`src/rtl/clk_buffer.sv`:
```
// clk_buffer: root clock buffer with glitch-free gate, reset-release synchronizer and divided clock
// Ports:
//   clk_in      - source clock, any duty cycle
//   rst_n       - asynchronous active-low reset
//   clk_en      - gate enable, may be asynchronous to clk_in
//   clk_out     - gated copy of clk_in
//   clk_div_out - clk_in divided by DIV, gated by the same enable
//   active      - high while the gate is open
module clk_buffer #(
    parameter int DIV         = 2,
    parameter int SYNC_STAGES = 2
) (
    input  logic clk_in,
    input  logic rst_n,
    input  logic clk_en,
    output logic clk_out,
    output logic clk_div_out,
    output logic active
);
    logic [SYNC_STAGES-1:0] sync;
    logic                   rst_sync_n;
    logic                   en_q;

    if (!(DIV == 1 || (DIV >= 2 && DIV <= 256 && DIV % 2 == 0))) begin : g_bad_div
        $error("clk_buffer: DIV must be 1 or an even value from 2 to 256");
    end
    if (SYNC_STAGES < 2 || SYNC_STAGES > 4) begin : g_bad_sync
        $error("clk_buffer: SYNC_STAGES must be 2 to 4");
    end

    always_ff @(posedge clk_in or negedge rst_n)
        if (!rst_n) sync <= '0;
        else        sync <= {sync[SYNC_STAGES-2:0], 1'b1};

    assign rst_sync_n = sync[SYNC_STAGES-1];

    // Enable only moves while clk_in is low, so the AND gate below never chops a high phase.
    always_ff @(negedge clk_in or negedge rst_n)
        if (!rst_n) en_q <= 1'b0;
        else        en_q <= clk_en & rst_sync_n;

    assign clk_out = clk_in & en_q;
    assign active  = en_q;

    if (DIV == 1) begin : g_nodiv
        assign clk_div_out = clk_out;
    end else begin : g_div
        localparam logic [7:0] HALF = 8'(DIV / 2 - 1);
        logic [7:0] cnt;
        logic       div_q;
        // Counter and output hold while gated so the divided clock resumes without a short pulse.
        always_ff @(posedge clk_in or negedge rst_n)
            if (!rst_n) begin
                cnt   <= '0;
                div_q <= 1'b0;
            end else if (en_q) begin
                cnt   <= (cnt == HALF) ? 8'd0 : cnt + 8'd1;
                div_q <= (cnt == HALF) ? ~div_q : div_q;
            end
        assign clk_div_out = div_q;
    end
endmodule

```
`config.mk`:
```
export PLATFORM = sky130hd
export DESIGN_NAME = clk_buffer
export DESIGN_NICKNAME = d
export VERILOG_FILES = /design/src/rtl/clk_buffer.sv
export SDC_FILE = /design/constraint.sdc
export NUM_CORES = 1
export LEC_CHECK = 0
export ABC_CLOCK_PERIOD_IN_PS = 4100
export CORE_AREA = 10 10 47 49
export DETAILED_ROUTE_END_ITERATION = 7
export DIE_AREA = 0 0 57 59
export PLACE_DENSITY_LB_ADDON = 0.1
export SLEW_MARGIN = 0
export SYNTH_ARGS = -nofsm -noshare
export SYNTH_HDL_FRONTEND = slang
export SYNTH_SLANG_ARGS = --single-unit
```
`constraint.sdc`:
```
create_clock -name clk_in -period 4.1 [get_ports clk_in]
set_clock_uncertainty 0.05 [all_clocks]
set_input_delay 0.615 -clock clk_in [delete_from_list [all_inputs] [get_ports clk_in]]
set_output_delay 0.615 -clock clk_in [all_outputs]
set_load 0.005 [all_outputs]
```
# Word level (Yosys, flattened, before mapping)
# Index checks and enable logic that the tools add are counted.
dict set report op_classes {
  addsub 1
  mux 1
  bitwise_logic 3
  reduce_logical 2
}
# operator n
set op_table {}
lappend op_table {{adder 8 x 1 -> 8 bit, second input constant} 1}
lappend op_table {{logical NOT 8 bit} 1}
lappend op_table {{2-to-1 mux 8 bit} 1}
lappend op_table {{AND 1 bit} 2}
lappend op_table {{AND reduction 2 bit} 1}
lappend op_table {{NOT 1 bit} 1}
dict set report totals {
  reg_bits 12
  output_inout_bits 3
  word_cells 11
}

# Depth between registers and ports, before layout
dict set report depth {
  ltp_word 2
  depth_mapped 5
  mapped_depth_nobuf 5
}

==> impl_metrics.csv <==
group,metric,value,unit
floorplanning,core_area,0.00140,mm^2
floorplanning,start_util,38.9,%
run,drv_cap,0,
worst_setup_path,r2r_cells,4,
routing,route.vias.total,379,
min_path,min_from,"sync[0]$_DFF_PN0_",
sta,finalHoldViolations,0,
floorplanning,dieArea,0.00336,mm^2
global_routing,grt_pass1_vias,417,
yosys,synth_area,546,um^2
power,cellLeakagePower,0.328,nW
routing,ant_nets,0,
power,ir_drop,0.199,mV
clock_network,cts_tree,"built",
routing,wire_per_inst,12.9,um
placement,pre_cts_slack,0.367,ns
global_routing,grt_max_degree,13,
clock_network,ctsHoldBuffers,0,
routing,viasPerCell,4.99,
clock_network,clk_latency,0.40,ns
worst_setup_path,critical_path_class,"reg -> out",
min_path,hold_path_end,"sync[1]$_DFF_PN0_",
worst_setup_path,start_kind,"flop",
min_path,whs_path_depth,0,
yosys,ys_warn_count,0,
sta,slew_violations,0,
routing,first_pass_iters,2,
worst_setup_path,critical_path.endpoint_type,"primary output",
yosys,synth_nets,52,
yosys,netlist-cell-type-count,20,
yosys,synth-edff-count,0,
yosys,synth_flop_cell,"dfrtp_1",
yosys,seq_area_frac_synth,55.0,%
sta,finalSetupTns,0,ns
floorplanning,die_height,59,um
worst_setup_path,r2r-end,"g_div.cnt[5]$_DFFE_PN0P_",
clock_network,clkTransAtPathRegs,0.07,ns
worst_setup_path,worst_ep_arrival_time,3.23,ns
sta,finalSetupViolations,0,
yosys,syn_area_per_cell,11.6,um^2
global_routing,grt.total_usage,7.08,%
floorplanning,die_width,57,um
yosys,syn_inst,47,
final_layout,final_nets,66,
global_routing,antenna_found_initial,0,
global_routing,overflow,0,
placement,io_buffers,5,
placement,gp_congestion,0.789,
final_layout,syn_to_final_growth,24.1,%
placement,dp_hpwl,743,um
sta,fin_ws,0.202,ns
final_layout,drive_gt1_share,18.3,%
yosys,async_flop_share,100,%
clock_network,post_cts.repair.setup_buffers,0,
sta,grt_setup_unrepaired,"no",
routing,routed_wl,981,um
power,p_per_area,408,mW/mm^2
global_routing,grt_pass1_wl,1.72,mm
worst_setup_path,r2r_setup_slack,0.82,ns
status,run_status,"finished clean",
worst_setup_path,r2r_start,"active$_DFF_NN0_",
floorplanning,ioPinCount,6,
min_path,hold_path.class,"reg -> reg",
worst_setup_path,worstPathRequired,3.43,ns
routing,route.detailed.drc,0,
yosys,synth-seq-cells,12,
routing,drtIter0Drc,7,
floorplanning,num_rows,14,
worst_setup_path,critical_path.max_fanout,3,
final_layout,n_antenna_cell,0,
==> per-stage QoR <==
stage	cells	power [mW]	cell area (um^2)	hold WS [ns]	utilization, %
CTS	76	0.281	674	0.324	48.1
global route	76	0.295	677	0.332	48.3
detailed placement	69	0.164	627	0.300	44.7
finish	76	0.276	677	0.321	48.3
floorplan	47	0.140	546	0.269	-
global placement	69	0.163	627	0.293	44.7
==> metal layers <==
layer	vias up	global-route usage, %	wire length, um
met4	0	8.05	25
li1	184	-	-
met5	-	0	0
met2	10	8.99	501
met3	5	5.36	55
met1	180	6.73	397
==> cells in the mapped netlist (2+ instances only) <==
cell / count / area share, %
o21ai_1: 2 / 1.8
nand2_1: 5 / 3.4
nand2b_1: 2 / 2.3
xnor2_1: 3 / 4.8
nand4_1: 4 / 4.6
dfrtp_1: 11 / 50
xor2_1: 3 / 4.8
inv_1: 2 / 1.4
ha_1: 2 / 4.6
nor2_1: 2 / 1.4
and2_1: 2 / 2.3
==> layout by cell type (no fill, tap or decap), types with 2 or more instances in the layout <==
master,count
nand2b_1,2
nand4_1,4
dfrtp_1,11
o21ai_1,2
inv_1,2
and2_1,2
xnor2_1,3
xor2_1,3
clkdlybuf4s50_1,3
nand2_1,5
clkbuf_4,6
buf_4,2
nor2_1,2
ha_1,2
==> flip-flops by register name (all words and copies together) (netlist names) <==
| signal | cells |
|---|---|
| g_div.cnt | 8 |
| active | 1 |
| sync | 2 |
| clk_div_out | 1 |
==> how the worst max path moves through the flow <==
stage	startpoint	to	slack [ns]	cells past startpoint
after floorplan	active$_DFF_NN0_	clk_out	0.57	2
after global routing	active$_DFF_NN0_	clk_out	0.14	2
after detailed placement	active$_DFF_NN0_	clk_out	0.37	2
after CTS	active$_DFF_NN0_	active	0.02	1
final	active$_DFF_NN0_	clk_out	0.20	2
after global placement	active$_DFF_NN0_	clk_out	0.39	2
==> where the power goes <==
part	total, mW	internal [mW]	switching (mW)	leakage, nW
combinational	0.0232	0.0150	0.00824	0.129
sequential	0.129	0.125	0.00413	0.160
clock	0.124	0.0739	0.0497	0.0391
total	0.276	0.214	0.0621	0.328
==> critical path, cell delays in order, from the launching register on <==
cell	delay (ns)
dfrtn_1	0.43
and2_1	0.13
dlygate4sd2_1	0.23
==> cell families (layout without fill, tap and decap cells) <==
logic type               count (synthesis)  after routing  synth area share (%)
other                                    1              1                 0.687
AND/OR/NAND/NOR                         20             20                  25.0
adder cells (fa/ha/maj)                  2              2                  4.59
XOR/XNOR                                 6              6                  9.63
AO/OA/AOI/OAI                            3              3                  2.98
flip-flops                              12             12                  55.0
buffers and inverters                    3             16                  2.06
==> area by class of cell <==
class / count / area, um^2
clock buffers: 8 / 57.6
repair buffers: 6 / 57.6
well taps: 16 / 20.0
multi-input cells: 32 / 234
inverters: 2 / 7.51
fillers: 134 / 724
flip-flops and latches: 12 / 300
==> what timing repair did <==
action / in CTS / in global routing
gates resized for setup: 1 / 1
endpoints found under the hold margin: 0 / 0
gates cloned: 0 / 0
endpoints found under the setup margin: 2 / 1
Note: power is estimated with default switching activity, not from simulation.
